File: config.mk
export PLATFORM = sky130hd
export DESIGN_NAME = fnd_4digit_scan
export DESIGN_NICKNAME = d
export VERILOG_FILES = /design/src/rtl/fnd_4digit_scan.sv
export SDC_FILE = /design/constraint.sdc
export NUM_CORES = 1
export LEC_CHECK = 0
export CAP_MARGIN = 20
export CORE_UTILIZATION = 48
export DETAILED_ROUTE_END_ITERATION = 10
export PLACE_DENSITY = 0.66
export SYNTH_ARGS = -nofsm -noshare
export SYNTH_HDL_FRONTEND = slang
export SYNTH_SLANG_ARGS = --single-unit
File: constraint.sdc
create_clock -name clk -period 12.2 [get_ports clk]
set_input_delay 2.44 -clock clk [delete_from_list [all_inputs] [get_ports clk]]
set_output_delay 2.44 -clock clk [all_outputs]
set_load 0.1 [all_outputs]
File: src/rtl/fnd_4digit_scan.sv
// rtl/fnd_4digit_scan.sv - 4-digit multiplexed 7-segment (FND) scanner with blink and decimal point
//
// Purpose:
//   Takes two binary display values, converts each one to two BCD digits and
//   drives a common-anode, 4-digit, multiplexed 7-segment display. The inputs
//   are captured once per scan frame, so a frame never shows a mix of old and
//   new values.
//
// Ports:
//   clk        : system clock
//   reset_p    : synchronous active-high reset
//   value_hi   : binary value shown on digits 3:2 (saturated to 99)
//   value_lo   : binary value shown on digits 1:0 (saturated to 99)
//   blink_mask : bit n = 1 makes digit n blink
//   dp_en      : 1 = decimal point lit on digit 2 (sampled live)
//   com        : digit enables, active-low, com[0] = rightmost digit
//   seg_7      : {dp,g,f,e,d,c,b,a}, active-low
module fnd_4digit_scan #(
  parameter int unsigned SCAN_DIV        = 100_000,
  parameter int unsigned BLINK_DIV       = 50_000_000,
  parameter bit          LEAD_ZERO_BLANK = 1'b0
) (
  input  logic       clk,
  input  logic       reset_p,
  input  logic [7:0] value_hi,
  input  logic [7:0] value_lo,
  input  logic [3:0] blink_mask,
  input  logic       dp_en,
  output logic [3:0] com,
  output logic [7:0] seg_7
);

  localparam int unsigned SCAN_W  = (SCAN_DIV  > 2) ? $clog2(SCAN_DIV)  : 1;
  localparam int unsigned BLINK_W = (BLINK_DIV > 2) ? $clog2(BLINK_DIV) : 1;

  localparam logic [SCAN_W-1:0]  SCAN_LAST  = SCAN_W'(SCAN_DIV - 1);
  localparam logic [BLINK_W-1:0] BLINK_LAST = BLINK_W'(BLINK_DIV - 1);

  // Digit scan sequencer: one state per digit slot.
  typedef enum logic [1:0] {
    DIG0 = 2'd0,  // lo ones
    DIG1 = 2'd1,  // lo tens
    DIG2 = 2'd2,  // hi ones
    DIG3 = 2'd3   // hi tens
  } digit_e;

  digit_e digit_q;
  digit_e digit_d;

  logic [SCAN_W-1:0]  scan_cnt;
  logic               scan_wrap;
  logic [BLINK_W-1:0] blink_cnt;
  logic               blink_phase;
  logic [7:0]         cap_hi;
  logic [7:0]         cap_lo;

  logic [6:0] sat_hi;
  logic [6:0] sat_lo;
  logic [3:0] hi_tens;
  logic [3:0] hi_ones;
  logic [3:0] lo_tens;
  logic [3:0] lo_ones;
  logic [3:0] cur_digit;
  logic       blank;
  logic [3:0] com_d;
  logic [7:0] seg_d;

  // Binary (0..99) to {tens, ones}; repeated subtraction keeps it to small comparators.
  function automatic logic [7:0] to_bcd(input logic [6:0] v);
    logic [3:0] tens;
    logic [6:0] rem;
    tens = 4'd0;
    rem  = v;
    for (int i = 0; i < 9; i++) begin
      if (rem >= 7'd10) begin
        rem  = rem - 7'd10;
        tens = tens + 4'd1;
      end
    end
    return {tens, 4'(rem)};
  endfunction

  // Active-low {g,f,e,d,c,b,a}; anything outside 0..9 is dark.
  function automatic logic [6:0] seg_code(input logic [3:0] d);
    logic [6:0] s;
    case (d)
      4'd0:    s = 7'h40;
      4'd1:    s = 7'h79;
      4'd2:    s = 7'h24;
      4'd3:    s = 7'h30;
      4'd4:    s = 7'h19;
      4'd5:    s = 7'h12;
      4'd6:    s = 7'h02;
      4'd7:    s = 7'h78;
      4'd8:    s = 7'h00;
      4'd9:    s = 7'h10;
      default: s = 7'h7F;
    endcase
    return s;
  endfunction

  assign scan_wrap = (scan_cnt == SCAN_LAST);

  // Scan counter: time each digit is driven.
  always_ff @(posedge clk) begin
    if (reset_p) begin
      scan_cnt <= '0;
    end else if (scan_wrap) begin
      scan_cnt <= '0;
    end else begin
      scan_cnt <= scan_cnt + 1'b1;
    end
  end

  // Digit sequencer state register.
  always_ff @(posedge clk) begin
    if (reset_p) begin
      digit_q <= DIG0;
    end else begin
      digit_q <= digit_d;
    end
  end

  // Digit sequencer next state: advance only when the current slot expires.
  always_comb begin
    digit_d = digit_q;
    if (scan_wrap) begin
      case (digit_q)
        DIG0:    digit_d = DIG1;
        DIG1:    digit_d = DIG2;
        DIG2:    digit_d = DIG3;
        DIG3:    digit_d = DIG0;
        default: digit_d = DIG0;
      endcase
    end
  end

  // Blink timebase; phase 1 = blinking digits are dark.
  always_ff @(posedge clk) begin
    if (reset_p) begin
      blink_cnt   <= '0;
      blink_phase <= 1'b0;
    end else if (blink_cnt == BLINK_LAST) begin
      blink_cnt   <= '0;
      blink_phase <= ~blink_phase;
    end else begin
      blink_cnt <= blink_cnt + 1'b1;
    end
  end

  // Capture at the very last cycle of a frame so the next frame starts with
  // fresh, self-consistent values and keeps them until it ends.
  always_ff @(posedge clk) begin
    if (reset_p) begin
      cap_hi <= 8'd0;
      cap_lo <= 8'd0;
    end else if (scan_wrap && (digit_q == DIG3)) begin
      cap_hi <= value_hi;
      cap_lo <= value_lo;
    end
  end

  assign sat_hi = (cap_hi > 8'd99) ? 7'd99 : cap_hi[6:0];
  assign sat_lo = (cap_lo > 8'd99) ? 7'd99 : cap_lo[6:0];

  assign {hi_tens, hi_ones} = to_bcd(sat_hi);
  assign {lo_tens, lo_ones} = to_bcd(sat_lo);

  always_comb begin
    cur_digit = lo_ones;
    blank     = 1'b0;
    com_d     = 4'b1111;
    seg_d     = 8'hFF;

    case (digit_q)
      DIG0:    cur_digit = lo_ones;
      DIG1:    cur_digit = lo_tens;
      DIG2:    cur_digit = hi_ones;
      DIG3:    cur_digit = hi_tens;
      default: cur_digit = lo_ones;
    endcase

    if (blink_phase && blink_mask[digit_q]) begin
      blank = 1'b1;
    end
    if (LEAD_ZERO_BLANK && (digit_q == DIG3) && (hi_tens == 4'd0)) begin
      blank = 1'b1;
    end

    if (!blank) begin
      com_d = ~(4'b0001 << digit_q);
      seg_d = {~(dp_en && (digit_q == DIG2)), seg_code(cur_digit)};
    end
  end

  // Registered outputs: one cycle behind the scan state they represent.
  always_ff @(posedge clk) begin
    if (reset_p) begin
      com   <= 4'b1111;
      seg_7 <= 8'hFF;
    end else begin
      com   <= com_d;
      seg_7 <= seg_d;
    end
  end

endmodule

# Word level (Yosys, flattened, before mapping)

Memories as Yosys holds them, arrays and structs flattened. A register that Yosys moved wholly into a read port is not among the register bits.
Cells that the tools add are included.
Widths: inputs -> output; s select.

$add $sub $neg: 36
$mul: 0
Div/mod/pow operators: 0
Magnitude comparators: 21
Eq/ne operators: 5
Shift operators: 1
Multiplexer cells: 43
Bitwise gates (word level): 3
Reduce and logical (&&, ||, !) cells: 7

Operators by type and width:

| cell                  | count |
|---|---|
| $ge 7x4->1 const B    | 18 |
| $mux 7                | 18 |
| $sub 7x4->7 const B   | 16 |
| $mux 4                | 18 |
| $add 4x1->4 const B   | 16 |
| $add 26x1->26 const B | 1 |
| $eq 26x26->1 const B  | 1 |
| $add 17x1->17 const B | 1 |
| $eq 17x17->1 const B  | 1 |
| $gt 8x7->1 const B    | 2 |
| $pmux 4 s4            | 1 |
| $pmux 2 s4            | 1 |
| $sub 4x4->4 const B   | 2 |
| $reduce_or 2->1       | 3 |
| $eq 2x2->1 const B    | 2 |
| $mux 1                | 4 |
| $not 4->4             | 1 |
| $shl 1x2->4 const A   | 1 |
| $logic_and 1x1->1     | 3 |
| $lt 2x3->1 const B    | 1 |
| $bmux 1 s2            | 1 |
| $eq 2x1->1 const B    | 1 |
| $logic_not 2->1       | 1 |
| $not 1->1             | 2 |

Flip-flop bits (word level): 74
Latch bits: 0
RAM bits: 0
Memory bits (read-only): 112
Input bits: 23
Output and inout port bits: 12
Logic and storage cells: 125
Memories kept: 1

Memory list:

| name             | depth | bits a word | read ports | clocked after memory_dff | wr ports | line | text |
|---|---|---|---|---|---|---|---|
| (name not given) | 16    | 7           | 1          | 1                        | 0        | 86   | `case (d)` |

# Longest topological paths before layout

Gate-level depths: netlist of run 1.

Word-level depth: 21
Gate-level depth with buffers: 71
Mapped depth without buffers: 67

# Worst setup path after synthesis of run 1

No wires, ideal clock.

Path kind: reg-to-reg
Start: register cap_lo[2]
End: register seg_7[1]
Library setup time: 0.069 ns
Data arrival time: 12.425 ns
Required time: 12.131 ns
Slack: -0.293 ns
Cell stages (with the launch flop): 64
Buffers on the path: 4
Period minus slack after synthesis: 12.493 ns
Path through: dfxtp_1 > o311a_1 > or3_1 > inv_1 > ha_1 > inv_1 > o21ai_0 > a21oi_1 > nor2_1 > inv_1 > ha_1 > and4_1 > nor3_2 > nand3_2 > buf_4 > nand2_1 > o21ai_0 > inv_1 > [28 not listed] > a21boi_1 > nor4_1 > or2_2 > ha_1 > and3_1 > a221o_1 > buf_6 > xnor2_1 > ha_1 > o311ai_1 > mux2_4 > a21boi_4 > xnor2_1 > nand2_1 > a22o_1 > ha_1 > nor2b_1 > o21ai_1

Word-level cells in the longest chain between the ends: 21
Elaborated cells on any way between the ends: 47
Those cells by class: 17 x add/sub; 10 x order compare; 20 x mux

RTL lines:

| what                                      | line   | text |
|---|---|---|
| start, declared                           | 55     | `logic [7:0] cap_lo;` |
| start signal, assigned                    | 159    | `cap_lo <= value_lo;` |
| $gt 8x7->1                                | 164    | `assign sat_lo = (cap_lo > 8'd99) ? 7'd99 : cap_lo[6:0];` |
| $mux 7 *                                  | 164    |  |
| $sub 7x4->7 or $ge 7x4->1 (tied branches) | 76, 75 |  |
| $mux 7 or $mux 1 (tied branches)          | 75     | `if (rem >= 7'd10) begin` |
| $sub 7x4->7, or another cell as far along | 76     | `rem = rem - 7'd10;` |
| $mux 7 or $mux 4 (tied branches)          | 75     |  |
| $sub 7x4->7, or another cell as far along | 76     |  |
| $mux 7 or $mux 4 (tied branches)          | 75     |  |
| [5 not listed]                            | --     |  |
| $mux 7 or $mux 4 (tied branches)          | 75     |  |
| $sub 7x4->7, or another cell as far along | 76     |  |
| $mux 7 or $mux 4 (tied branches)          | 75     |  |
| $sub 7x4->7, or another cell as far along | 76     |  |
| $mux 7 or $mux 4 (tied branches)          | 75     |  |
| $ge 7x4->1, or another cell as far along  | 75     |  |
| $mux 4                                    | 75     |  |
| $pmux 4 s4 *                              | 175    | `case (digit_q)` |
| end, declared                             | 30     | `output logic [7:0] seg_7` |

Mark *: on every way between the ends. The rest lies on a longest branch, timed or not.
A chain may end at the register's enable or synchronous reset.

# Final worst setup path of run 1

Ends and elaborated chain as after synthesis.

==> results of run 1 <==
[cells by family (layout without fill, tap and decap cells)]
kind of cell | after synthesis | count (layout) | share of synthesized area (%)
adders and majority gates | 38 | 38 | 5.518
muxes | 31 | 31 | 4.008
DFF | 74 | 74 | 17.19
xor gates and xnor gates | 82 | 82 | 8.756
and+or+nand+nor | 441 | 441 | 26.15
buffers and inverters | 100 | 159 | 5.242
AOI/OAI and AO/OA | 363 | 363 | 33.14
[power by group through the flow]
stage	Clock (mW)	Sequential [mW]	Combinational, mW
2_1_floorplan	0	0.261	0.00695
3_3_place_gp	0	0.252	0.0280
3_5_place_dp	0	0.252	0.0281
4_1_cts	0.312	0.247	0.0283
5_1_grt	0.321	0.247	0.0298
6_report	0.307	0.246	0.0279
[layer usage]
layer / share of wire (%) / up-vias / global-route usage [%]
met2: 47 / 230 / 42.77
li1: - / 4404 / -
met1: 47 / 4091 / 32.76
met3: 3.9 / 51 / 3.468
met5: 0 / - / 0
met4: 1.9 / 0 / 6.605
[registers in the layout, indices dropped and copies added, names as in the netlist]
name and flops:
com 4, digit_q 2, scan_cnt 17, seg_7 8
blink_phase 1, cap_hi 8, blink_cnt 26, cap_lo 8
[what timing repair did]
item	CTS	global route
endpoints found under the setup margin	7	7
resized for setup	13	34
buffers inserted	1	15
pin swaps	0	21
gates cloned	0	0
hold buffers	0	0
[worst paths after layout]
check | from | end | slack (ns)
worst max-delay path | cap_lo[2] | seg_7[1] | 0.48
worst min-delay path | blink_cnt[0] | blink_cnt[0] | 0.45
worst max register to register | cap_lo[2] | seg_7[1] | 0.48
worst min register to register | blink_cnt[0] | blink_cnt[0] | 0.45
[cell usage after synthesis (all sizes together) (11+ instances only)]
cell type	number	area (µm²)
mux2i	18	180.2
nor4	19	167.7
o31ai	13	112.6
nor3	47	266.5
xor2	30	270.3
and3	11	73.82
nand3	48	265.3
clkbuf	21	78.83
dfxtp	74	1481
mux2	12	142.6
a21oi	79	425.4
a211oi	24	250.3
or3	14	87.58
buf	24	166.4
o211ai	17	146.4
xnor2	51	461.7
a211o	18	158.9
nand2	115	439.2
ha	38	475.5
nand4	24	150.1
inv	55	206.5
nor2	115	441.7
o21ai	55	286.5
a31oi	11	75.07
[critical path, delay by kind of cell (launching register included)]
kind	cells	cell delay, ns
mux	2	0.58
simple gates	18	3.30
xor+xnor	5	0.87
fa+ha+maj	10	2.14
compound gates	18	3.66
buf+inv	7	0.75
flops	1	0.30
[cell usage in the layout (no fill, tap or decap), types with 17 or more instances in the layout]
cell type / instances
a211o_1: 17
a21oi_1: 67
buf_4: 54
clkdlybuf4s50_1: 34
dfxtp_1: 74
ha_1: 35
inv_1: 47
mux2i_1: 17
nand2_1: 110
nand3_1: 43
nand4_1: 24
nor2_1: 111
nor3_1: 42
o21ai_0: 38
xnor2_1: 47
xor2_1: 29
[final cells by class]
type | count | area share, %
inverter | 55 | 2.066
sequential | 74 | 14.82
clock inverter | 6 | 1.127
multi-input combinational | 955 | 69.42
timing repair buffer | 88 | 7.461
clock buffer | 10 | 2.291
tap | 225 | 2.817
[metrics by stage]
step | std cells | area, µm²
after CTS | 1398 | 9712
after detailed placement | 1381 | 9301
after global routing | 1413 | 9995
after global placement | 1381 | 9301
after floorplan | 1129 | 8633
final | 1413 | 9995
==> flow_metrics.env, run 1 <==
export IMPL_core_um2=17420
export IMPL_cap_violations=0
export IMPL_syn_avg_cell_area_um2=7.632
export IMPL_syn_to_final_growth_pct=15.99
export IMPL_path_clk_slew_ns=0.06
export IMPL_n_antenna_cell=0
export IMPL_worstSetupPathType="register to register"
export IMPL_viasPerCell=6.211
export IMPL_port_buffers=34
export IMPL_cts_max_path_buffers=2
export IMPL_drtIter0Drc=525
export IMPL_syn_nets=1190
export IMPL_internal_power_mw=0.4565
export IMPL_drive_gt1_share_pct=17.17
export IMPL_antenna_found_initial=0
export IMPL_grt_pass1_vias=8014
export IMPL_power_mw=0.5810
export IMPL_finalCritPeriodShare_pct=96.04
export IMPL_hpwl_mm=17.75
export IMPL_cp_max_fo=7
export IMPL_netSwitchingFraction_pct=21.43
export IMPL_peakVddDrop_mv=0.06770
export IMPL_cp_start_kind="register"
export IMPL_status="completed"
export IMPL_max_freq_mhz=85.35
export IMPL_tightest_slew_ns=1.031
export IMPL_clock_power_share_pct=52.8
export IMPL_dp_slack_ns=-0.3955
export IMPL_htreeDepth=3
export IMPL_numCtsBuffers=9
export IMPL_cp_arrival_ns=11.99
export IMPL_reg2regPathDepth=60
export IMPL_drv_slew=0
export IMPL_period_minus_slack_ns=11.72
export IMPL_finalSetupTns_ns=0
export IMPL_grt_use_total_pct=25.02
export IMPL_ff_latch_area_um2=1481
export IMPL_io_pins=35
export IMPL_yosysSeqAreaShare_pct=17.19
export IMPL_wire_per_inst_um=16.52
export IMPL_hold_path_class="register to register"
export IMPL_grt_max_degree=27
export IMPL_hold_viol=0
export IMPL_die_h_um=136.0
export IMPL_tritoncts="built"
export IMPL_routed_wirelength_mm=23.34
export IMPL_fin_ws_ns=0.4835
export IMPL_p_leak_nw=3.902
export IMPL_ys_seq_elements=74
export IMPL_dieWidth_um=136.0
export IMPL_firstDrtPassIters=5
export IMPL_clockRootBuffer="clkbuf_16"
export IMPL_initial_core_util_pct=49.48
export IMPL_nets=1244
export IMPL_syn_area_um2=8617
export IMPL_cp_slowest_stage_delay_ns=0.46
export IMPL_clock_sinks=74
export IMPL_grt_overflow=0
export IMPL_switchingPower_mw=0.1245
export IMPL_synth_edf_count=0
export IMPL_sequentialPowerShare_pct=42.4
export IMPL_synth_distinct_cells=118
export IMPL_worst_setup_path_end_kind="register"
export IMPL_vias=8776
export IMPL_syn_instance_count=1129
export IMPL_power_density_nw_per_um2=58.13
export IMPL_ys_async_sr_fraction_pct=0
export IMPL_timing_slew_headroom_pct=31.05
export IMPL_fillers=1640
export IMPL_drcViolationCount=0
export IMPL_clock_skew_ns=0.006397
export IMPL_holdWs_ns=0.4487
export IMPL_routabilityCongestion=0.9253
export IMPL_min_path_cells=1
export IMPL_final_util_pct=57.39
export IMPL_required_ns=12.48
export IMPL_drtAntennaViolNets=0
export IMPL_clkLatencyLatePin_ns=0.35
export IMPL_crit_path_frequent_cell="ha_1"
export IMPL_synth_main_ff_cell="dfxtp_1"
export IMPL_multi_input_area_um2=6938
export IMPL_crit_slowest_cell="a221o_2"
export IMPL_grt_pass1_wl_mm=38.06
export IMPL_yosysWarnings=0
export IMPL_die_area_um2=18490
export IMPL_finalSetupViolCount=0
export IMPL_rows=48
export IMPL_comb_power_share_pct=4.8
No activity file was read; power rests on OpenSTA's default activity.
==> run 2: changes to the inputs <==
ABC_CLOCK_PERIOD_IN_PS = 12200   (was unset)
REMOVE_ABC_BUFFERS = 1   (was unset)
==> run 2 against run 1 <==
- die area stayed put
- clock-buffer cell count is 2 higher
- final cell count is 0.85% higher
- register-to-register slack better by 0.06 ns
- utilization hardly changed
- final area hardly changed
- routed wire length is 2.4% lower
- clock power is 14% lower
- hold slack worse by 0.0017 ns
- sequential share of layout area hardly changed
==> flow_metrics.env, run 2 (synthesis results as in run 1) <==
export IMPL_grt_pass1_wl_mm=37.22
export IMPL_clkLatencyLatePin_ns=0.34
export IMPL_r2r_start="cap_lo[2]"
export IMPL_max_freq_mhz=85.79
export IMPL_drcViolationCount=0
export IMPL_clockRootBuffer="clkbuf_16"
export IMPL_finalSetupViolCount=0
export IMPL_holdWs_ns=0.4470
export IMPL_wire_per_inst_um=15.99
export IMPL_multi_input_area_um2=6890
export IMPL_viasPerCell=6.219
export IMPL_core_um2=17420
export IMPL_grt_overflow=0
export IMPL_hpwl_mm=17.10
export IMPL_power_density_nw_per_um2=53.96
export IMPL_syn_to_final_growth_pct=15.97
export IMPL_htreeDepth=3
export IMPL_status="completed"
export IMPL_internal_power_mw=0.4194
export IMPL_io_pins=35
export IMPL_timing_slew_headroom_pct=33.34
export IMPL_sequentialPowerShare_pct=45.7
export IMPL_final_cell_mix="nand2_1, nor2_1, dfxtp_1, a21oi_1, buf_4"
export IMPL_drv_slew=0
export IMPL_fin_ws_ns=0.5438
export IMPL_nets=1256
export IMPL_p_leak_nw=3.933
export IMPL_cap_violations=0
export IMPL_clock_power_share_pct=49.1
export IMPL_peakVddDrop_mv=0.1130
export IMPL_critPathCapture="seg_7[1]"
export IMPL_die_area_um2=18490
export IMPL_drtAntennaViolNets=0
export IMPL_switchingPower_mw=0.1198
export IMPL_worstSetupPathType="register to register"
export IMPL_finalSetupTns_ns=0
export IMPL_cp_start_kind="register"
export IMPL_die_h_um=136.0
export IMPL_numCtsBuffers=9
export IMPL_crit_slowest_cell="a221o_2"
export IMPL_final_common_cell="nand2_1"
export IMPL_drtIter0Drc=640
export IMPL_vias=8862
export IMPL_numPlacedInstances=1388
export IMPL_grt_pass1_vias=7863
export IMPL_routed_wirelength_mm=22.78
export IMPL_comb_power_share_pct=5.1
export IMPL_dieWidth_um=136.0
export IMPL_drive_gt1_share_pct=17.42
export IMPL_fin_cells=1425
export IMPL_timing_rr_end="seg_7[1]"
export IMPL_clock_sinks=74
export IMPL_grt_use_total_pct=24.45
export IMPL_top_regs="blink_cnt x26, scan_cnt x17"
export IMPL_antenna_found_initial=0
export IMPL_rows=48
export IMPL_grt_max_degree=27
export IMPL_cp_arrival_ns=11.84
export IMPL_ff_latch_area_um2=1481
export IMPL_port_buffers=34
export IMPL_cp_slowest_stage_delay_ns=0.45
export IMPL_period_minus_slack_ns=11.66
export IMPL_clock_skew_ns=0.005660
export IMPL_hold_path_class="register to register"
export IMPL_firstDrtPassIters=5
export IMPL_dp_slack_ns=-0.5193
export IMPL_initial_core_util_pct=49.48
export IMPL_finalCritPeriodShare_pct=95.54
export IMPL_tightest_slew_ns=0.9968
export IMPL_tritoncts="built"
export IMPL_top_register="blink_cnt"
export IMPL_reg2regPathDepth=57
export IMPL_power_mw=0.5392
export IMPL_largest_reg_flops=26
export IMPL_worst_setup_path_end_kind="register"
export IMPL_hold_viol=0
export IMPL_required_ns=12.38
export IMPL_cts_max_path_buffers=2
export IMPL_crit_path_frequent_cell="ha_1"
export IMPL_netSwitchingFraction_pct=22.21
export IMPL_routabilityCongestion=0.9615
export IMPL_path_clk_slew_ns=0.06
export IMPL_r2r_slack_ns=0.54
export IMPL_cp_max_fo=11
export IMPL_n_antenna_cell=0
export IMPL_fillers=1605
export IMPL_cp_startpoint="cap_lo[2]"
==> run 2: changes by cell type in the layout (fill, tap and decap cells not counted), moves of 3 or more <==
cell     before  now
buf_4        54   66
nand2_2       4    1
a21oi_2      10    7
nand2_1     110  113
a21oi_1      67   70
==> run 2: power by group through the flow <==
stage | Clock [mW] | Combinational (mW) | Sequential, mW
2_1_floorplan | 0 | 0.00562 | 0.261
3_3_place_gp | 0 | 0.0276 | 0.252
3_5_place_dp | 0 | 0.0278 | 0.252
4_1_cts | 0.270 | 0.0279 | 0.247
5_1_grt | 0.282 | 0.0295 | 0.247
6_report | 0.265 | 0.0277 | 0.247
==> run 2: timing repair <==
action / CTS / global route
setup buffers: 1 / 20
gates resized for setup: 13 / 26
endpoints found under the setup margin: 7 / 7
pin swaps: 2 / 20
hold buffers: 0 / 0
==> run 2: routing by layer <==
metal	up-vias	share of wire (%)	track usage, %
met5	-	0	0
met4	0	1.6	6.852
met3	33	4.5	4.027
met2	211	45	39.43
met1	4202	49	33.38
li1	4416	-	-
==> run 2: per-stage QoR <==
step | cell area (µm²) | utilization [%]
3_5_place_dp | 9343 | 53.64
6_report | 9993 | 57.38
5_1_grt | 9993 | 57.38
2_1_floorplan | 8372 | -
3_3_place_gp | 9343 | 53.64
4_1_cts | 9701 | 55.70
==> run 2: worst max-delay path: cells and delay by family, from the launching register on <==
| family | cells | cell delay [ns] |
|---|---|---|
| simple gates | 20 | 3.91 |
| compound gates | 16 | 3.32 |
| fa+ha+maj | 9 | 1.84 |
| buf+inv | 7 | 0.88 |
| mux | 3 | 0.87 |
| xor+xnor | 2 | 0.35 |
| flops | 1 | 0.31 |
==> run 2: layout make-up <==
cell class              instances  area share [%]
clock buffers                  12           2.467
clock inverters                 4          0.5133
inverters                      55           2.066
multi-input cells             955           68.95
flip-flops and latches         74           14.82
well taps                     225           2.817
repair buffers                100           8.364
==> run 2: worst min-delay path by stage <==
stage / start / endpoint / cells after the start
finish: blink_cnt[0] / blink_cnt[0] / 1
global route: blink_cnt[0] / blink_cnt[0] / 1
floorplan: blink_cnt[0] / blink_cnt[0] / 1
global placement: blink_cnt[0] / blink_cnt[0] / 1
CTS: blink_cnt[0] / blink_cnt[0] / 1
detailed placement: blink_cnt[0] / blink_cnt[0] / 1
==> run 3: changes to the inputs <==
SLEW_MARGIN = 5   (was unset)
==> results of run 3 <==
The final DEF is identical to that of run 2; final timing and power are the same.
